<file path="config.mk">
export PLATFORM = sky130hd
export DESIGN_NAME = control_sequencer
export DESIGN_NICKNAME = d
export VERILOG_FILES = /design/src/rtl/control_sequencer.sv
export SDC_FILE = /design/constraint.sdc
export NUM_CORES = 1
export LEC_CHECK = 0
export CORE_UTILIZATION = 31
export CTS_CLUSTER_DIAMETER = 100
export CTS_CLUSTER_SIZE = 25
export DETAILED_ROUTE_END_ITERATION = 12
export GPL_TIMING_DRIVEN = 0
export PLACE_DENSITY = 0.77
export SLEW_MARGIN = 30
export SYNTH_ARGS = -nofsm -noshare
export SYNTH_HDL_FRONTEND = slang
export SYNTH_SLANG_ARGS = --single-unit
</file>
<file path="constraint.sdc">
create_clock -name clk -period 2.4 [get_ports clk]
set_input_delay 0.72 -clock clk [delete_from_list [all_inputs] [get_ports clk]]
set_output_delay 0.72 -clock clk [all_outputs]
set_load 0.005 [all_outputs]
</file>
<file path="src/rtl/control_sequencer.sv">
//------------------------------------------------------------------------------
// Module  : control_sequencer
// Brief   : Moore-FSM control unit stepping fetch/execute phases T0..T7.
// Revision: 1.0 - initial release
//------------------------------------------------------------------------------
`default_nettype none

module control_sequencer (
  input  logic        clk,
  input  logic        clr,
  input  logic [31:0] ir,
  input  logic        con_ff,
  output logic        R_out,
  output logic        PC_out,
  output logic        MDR_out,
  output logic        Zlo_out,
  output logic        C_out,
  output logic        Rin,
  output logic        MARin,
  output logic        Zlowin,
  output logic        PCin,
  output logic        MDRin,
  output logic        IRin,
  output logic        Yin,
  output logic        CONin,
  output logic        Gra,
  output logic        Grb,
  output logic        Grc,
  output logic        BAout,
  output logic        IncPC,
  output logic        Read,
  output logic        Write,
  output logic [4:0]  op_sel,
  output logic        run,
  output logic [3:0]  state_view
);

  localparam logic [3:0] c_st_rst  = 4'd0;
  localparam logic [3:0] c_st_t0   = 4'd1;
  localparam logic [3:0] c_st_t1   = 4'd2;
  localparam logic [3:0] c_st_t2   = 4'd3;
  localparam logic [3:0] c_st_t3   = 4'd4;
  localparam logic [3:0] c_st_t4   = 4'd5;
  localparam logic [3:0] c_st_t5   = 4'd6;
  localparam logic [3:0] c_st_t6   = 4'd7;
  localparam logic [3:0] c_st_t7   = 4'd8;
  localparam logic [3:0] c_st_halt = 4'd15;

  localparam logic [4:0] c_op_ld   = 5'b00000;
  localparam logic [4:0] c_op_ldi  = 5'b00001;
  localparam logic [4:0] c_op_st   = 5'b00010;
  localparam logic [4:0] c_op_add  = 5'b00011;
  localparam logic [4:0] c_op_sub  = 5'b00100;
  localparam logic [4:0] c_op_and  = 5'b00101;
  localparam logic [4:0] c_op_or   = 5'b00110;
  localparam logic [4:0] c_op_addi = 5'b01100;
  localparam logic [4:0] c_op_andi = 5'b01101;
  localparam logic [4:0] c_op_ori  = 5'b01110;
  localparam logic [4:0] c_op_br   = 5'b10010;
  localparam logic [4:0] c_op_jr   = 5'b10100;
  localparam logic [4:0] c_op_halt = 5'b11010;

  logic [3:0] r_state;
  logic [3:0] w_next;
  logic [4:0] w_opcode;
  logic       w_is_rtype;
  logic       w_is_imm;
  logic       w_is_ld;
  logic       w_is_st;
  logic       w_is_br;
  logic       w_is_jr;
  logic       w_is_halt;
  logic       w_addi_like;
  logic       w_is_mem;
  logic       w_has_t4;
  logic [4:0] w_imm_alu;

  assign w_opcode    = ir[31:27];
  assign w_is_rtype  = (w_opcode == c_op_add) || (w_opcode == c_op_sub) ||
                       (w_opcode == c_op_and) || (w_opcode == c_op_or);
  assign w_is_imm    = (w_opcode == c_op_addi) || (w_opcode == c_op_andi) ||
                       (w_opcode == c_op_ori)  || (w_opcode == c_op_ldi);
  assign w_is_ld     = (w_opcode == c_op_ld);
  assign w_is_st     = (w_opcode == c_op_st);
  assign w_is_br     = (w_opcode == c_op_br);
  assign w_is_jr     = (w_opcode == c_op_jr);
  assign w_is_halt   = (w_opcode == c_op_halt);
  assign w_is_mem    = w_is_ld || w_is_st;
  // ld/st compute their effective address exactly like addi in T3/T4
  assign w_addi_like = w_is_imm || w_is_mem;
  assign w_has_t4    = w_is_rtype || w_addi_like || w_is_br;
  assign w_imm_alu   = (w_opcode == c_op_andi) ? c_op_and :
                       (w_opcode == c_op_ori)  ? c_op_or  : c_op_add;

  always_ff @(posedge clk or negedge clr) begin
    if (!clr) r_state <= c_st_rst;
    else      r_state <= w_next;
  end

  always_comb begin
    w_next = c_st_rst;
    case (r_state)
      c_st_rst:  w_next = c_st_t0;
      c_st_t0:   w_next = c_st_t1;
      c_st_t1:   w_next = c_st_t2;
      c_st_t2: begin
        if (w_is_halt)                  w_next = c_st_halt;
        else if (w_has_t4 || w_is_jr)   w_next = c_st_t3;
        else                            w_next = c_st_t0;
      end
      c_st_t3:   w_next = w_has_t4 ? c_st_t4 : c_st_t0;
      c_st_t4:   w_next = w_has_t4 ? c_st_t5 : c_st_t0;
      c_st_t5:   w_next = (w_is_mem || w_is_br) ? c_st_t6 : c_st_t0;
      c_st_t6:   w_next = w_is_mem ? c_st_t7 : c_st_t0;
      c_st_t7:   w_next = c_st_t0;
      c_st_halt: w_next = c_st_halt;
      default:   w_next = c_st_rst;
    endcase
  end

  always_comb begin
    R_out = 1'b0; PC_out = 1'b0; MDR_out = 1'b0; Zlo_out = 1'b0; C_out = 1'b0;
    Rin = 1'b0; MARin = 1'b0; Zlowin = 1'b0; PCin = 1'b0; MDRin = 1'b0;
    IRin = 1'b0; Yin = 1'b0; CONin = 1'b0;
    Gra = 1'b0; Grb = 1'b0; Grc = 1'b0; BAout = 1'b0;
    IncPC = 1'b0; Read = 1'b0; Write = 1'b0;
    op_sel = 5'b00000;
    run = (r_state != c_st_rst) && (r_state != c_st_halt);
    state_view = r_state;
    case (r_state)
      c_st_t0: begin PC_out = 1'b1; MARin = 1'b1; IncPC = 1'b1; Zlowin = 1'b1; end
      c_st_t1: begin Zlo_out = 1'b1; PCin = 1'b1; Read = 1'b1; MDRin = 1'b1; end
      c_st_t2: begin MDR_out = 1'b1; IRin = 1'b1; end
      c_st_t3: begin
        if (w_is_rtype) begin
          Grb = 1'b1; R_out = 1'b1; Yin = 1'b1;
        end else if (w_addi_like) begin
          Grb = 1'b1; BAout = 1'b1; R_out = 1'b1; Yin = 1'b1;
        end else if (w_is_br) begin
          Gra = 1'b1; R_out = 1'b1; CONin = 1'b1;
        end else if (w_is_jr) begin
          Gra = 1'b1; R_out = 1'b1; PCin = 1'b1;
        end
      end
      c_st_t4: begin
        if (w_is_rtype) begin
          Grc = 1'b1; R_out = 1'b1; Zlowin = 1'b1; op_sel = w_opcode;
        end else if (w_addi_like) begin
          C_out = 1'b1; Zlowin = 1'b1; op_sel = w_imm_alu;
        end else if (w_is_br) begin
          PC_out = 1'b1; Yin = 1'b1;
        end
      end
      c_st_t5: begin
        if (w_is_rtype || w_is_imm) begin
          Zlo_out = 1'b1; Gra = 1'b1; Rin = 1'b1;
        end else if (w_is_mem) begin
          Zlo_out = 1'b1; MARin = 1'b1;
        end else if (w_is_br) begin
          C_out = 1'b1; Zlowin = 1'b1; op_sel = c_op_add;
        end
      end
      c_st_t6: begin
        if (w_is_ld) begin
          Read = 1'b1; MDRin = 1'b1;
        end else if (w_is_st) begin
          Gra = 1'b1; R_out = 1'b1; MDRin = 1'b1;
        end else if (w_is_br) begin
          Zlo_out = 1'b1; PCin = con_ff;
        end
      end
      c_st_t7: begin
        if (w_is_ld) begin
          MDR_out = 1'b1; Gra = 1'b1; Rin = 1'b1;
        end else if (w_is_st) begin
          Write = 1'b1;
        end
      end
      default: ;
    endcase
  end

endmodule

`default_nettype wire

</file>
==> flow_summary.json <==
{
  "gp_congestion": 0.928,
  "start_kind": "input port",
  "grt_max_degree": 11,
  "min_period_ps": 2710,
  "fin_crit_sh_pct": 113,
  "clock.fmax_ghz": 0.369,
  "initial_core_util_pct": 32.4,
  "cts_max_level": 1,
  "power_frac_seq_pct": 21.1,
  "arrival_ps": 1990,
  "p_int_w": 0.000215,
  "path_cells": "buf_6 -> buf_6 -> or3_4 -> o32a_1 -> o21ai_1 -> buf_2",
  "pre_cts_ws_ps": -1240,
  "crit_fanout": 5,
  "pin_count": 65,
  "viasPerCell": 6.30,
  "port_buffers": 35,
  "wl_per_cell_um": 19.4,
  "drv_slew": 0,
  "area_growth_pct": 111,
  "ys_seq_area_share_pct": 11.3,
  "maxCapViolations": 0,
  "fillCellCount": 209,
  "coreArea_mm2": 0.00273,
  "violations": "setup timing",
  "slowest_stage": "or3_4",
  "drive_above_1_share_pct": 59.9,
  "ys_warn_count": 0,
  "p_leak_nw": 0.851,
  "largest_reg_flops": 4,
  "hold_path_class": "in -> async",
  "netSwitchingFraction_pct": 33.0,
  "numCtsBuffers": 3,
  "cts.clk_slew.worst_paths_ps": 40,
  "cts_tree": "done",
  "layout_setup_ws_ps": -312,
  "n_antenna_cell": 0,
  "netSwitchingPower_w": 0.000106,
  "ant_nets": 0,
  "clk_root_buffer_cell": "clkbuf_4",
  "pwr_density_cell_mw_per_mm2": 172,
  "cp_common_cell": "buf_6",
  "worstSkewPairLatency_ps": 240,
  "grt_pass1_wl_um": 7180,
  "antenna_found_initial": 0,
  "cts_sinks": 4,
  "ir_drop_mv": 0.176,
  "synth_cells": 134,
  "crit_type": "in -> out",
  "num_rows": 19,
  "synth_edf_count": 0,
  "dr.pass1.iters": 5,
  "grt_remaining_overflow": 0,
  "setup_tns_ps": -2830,
  "crit_required_ps": 1680,
  "crit_buf_inv": 3,
  "status": "finished, violations left",
  "nNetsFinal": 254,
  "report.final.setup_viol": 19,
  "remaining_drc_errors": 0,
  "pwr-share-comb_pct": 52.7,
  "cp_top_family": "compound AO/OA/AOI/OAI gates",
  "die_x_um": 55.5,
  "ys.flop_type": "dfrtp_1",
  "drt_iter0_markers": 101,
  "grt_usage_pct": 29.1,
  "dpl.hpwl_um": 2320,
  "rsz0062_at_grt": "true",
  "fin_skew_ps": 8.53,
  "hold_viol_final": 0,
  "power.share.clock_pct": 26.2,
  "synth_cell_types": 43,
  "wirelength_um": 4820,
  "syn_avg_cell_area_um2": 6.62,
  "synth_area_um2": 887,
  "end_kind": "primary output",
  "synth_seq_cells": 4,
  "async_reset_ff_share_pct": 100,
  "cts.path.max_buffers": 2,
  "die_y_um": 55.5,
  "die_area_mm2": 0.00308,
  "vias": 1563,
  "crit_path_max_incr_delay_ps": 410,
  "grt_pass1_vias": 1522
}
==> what timing repair did <==
| item | 4_1_cts | 5_1_grt |
|---|---|---|
| resized for setup | 169 | 23 |
| buffers inserted | 38 | 9 |
| pin swaps | 30 | 10 |
| endpoints found under the setup margin | 23 | 23 |
| hold buffers | 0 | 0 |
==> path summary, 6_finish.rpt <==
path	startpoint	to	slack (ps)	cells after the start
max	ir[31]	R_out	-310	6
min	clr	state_view[0]	680	1
max reg2reg	state_view[2]	state_view[3]	890	4
min reg2reg	state_view[2]	state_view[0]	830	3
max in group asynchronous	clr	state_view[1]	1530	1
min in group clk	state_view[2]	state_view[0]	830	3
==> metal layers <==
metal | GRT usage [%] | vias up | wire length [um]
li1 | - | 654 | -
met1 | 33.5 | 726 | 1630
met2 | 50.4 | 142 | 2360
met3 | 4.68 | 41 | 502
met4 | 17.1 | 0 | 327
met5 | 0 | - | 0
==> synth_stat cells (2+ instances only) <==
| library cell | n | area (um2) |
|---|---|---|
| nand3_1 | 5 | 25.0 |
| buf_4 | 2 | 15.0 |
| nor2_1 | 17 | 63.8 |
| o21ai_0 | 8 | 40.0 |
| a21o_1 | 3 | 22.5 |
| clkbuf_1 | 3 | 11.3 |
| a211oi_1 | 3 | 22.5 |
| or2_1 | 2 | 12.5 |
| a32o_1 | 2 | 20.0 |
| a31oi_1 | 3 | 18.8 |
| or2_2 | 2 | 12.5 |
| o21a_1 | 2 | 15.0 |
| buf_6 | 2 | 22.5 |
| nand2b_1 | 11 | 68.8 |
| dfrtp_1 | 4 | 100 |
| nor3_1 | 5 | 25.0 |
| buf_2 | 7 | 35.0 |
| a21oi_1 | 9 | 45.0 |
| nor2b_1 | 3 | 18.8 |
| nand2_1 | 10 | 37.5 |
| o211ai_1 | 4 | 30.0 |
| or4_1 | 3 | 22.5 |
| inv_1 | 2 | 7.51 |
| nand4_1 | 2 | 12.5 |
| o31ai_1 | 2 | 15.0 |
==> cell usage in the layout, fill, tap and decap left out, types with 3 or more instances in the layout <==
cell type,instances
a21oi_1,5
nand2b_4,5
buf_2,19
nor3_2,3
buf_8,5
nor2_2,3
clkbuf_4,3
o211ai_1,4
a21o_1,3
a21oi_2,4
nand2_1,7
o21ai_1,4
nor2b_1,3
o21ai_0,5
nor2_1,10
nor2_4,4
nand3_2,3
buf_4,38
clkdlybuf4s50_1,9
nand2b_1,7
buf_6,17
==> power by group through the flow <==
stage	logic [W]	clock network, W	registers, W
global placement	0.0000661	0	0.0000687
floorplan	0.0000418	0	0.0000687
finish	0.000170	0.0000844	0.0000678
global route	0.000176	0.0000955	0.0000677
CTS	0.000141	0.0000869	0.0000678
detailed placement	0.0000686	0	0.0000687
==> stage by stage <==
stage          hold WS [ps]  cells  area [um2]  util (%)  power [W]
2_1_floorplan           424    135         893         -   0.000110
3_3_place_gp            810    201        1280      46.9   0.000135
3_5_place_dp            812    201        1280      46.9   0.000137
4_1_cts                 680    241        1760      64.3   0.000295
5_1_grt                 686    248        1870      68.6   0.000339
6_report                685    248        1870      68.6   0.000322
==> final cells by class <==
class / count / area [um2] / share of cell area (%)
plain buffers: 13 / 131 / 7.01
clock buffers: 3 / 22.5 / 1.20
inverters: 2 / 7.51 / 0.401
multi-input cells: 115 / 903 / 48.2
flip-flops and latches: 4 / 103 / 5.47
well taps: 31 / 38.8 / 2.07
repair buffers: 80 / 668 / 35.6
==> kinds of logic after synthesis <==
family / Yosys count / share of synthesized area, %
muxes: 1 / 1.27
buffers and inverters: 16 / 10.3
DFF: 4 / 11.3
AOI/OAI and AO/OA: 44 / 33.4
and+or+nand+nor: 67 / 42.3
other: 1 / 0.423
xor gates and xnor gates: 1 / 0.987
(Power assumes the default switching activity.)
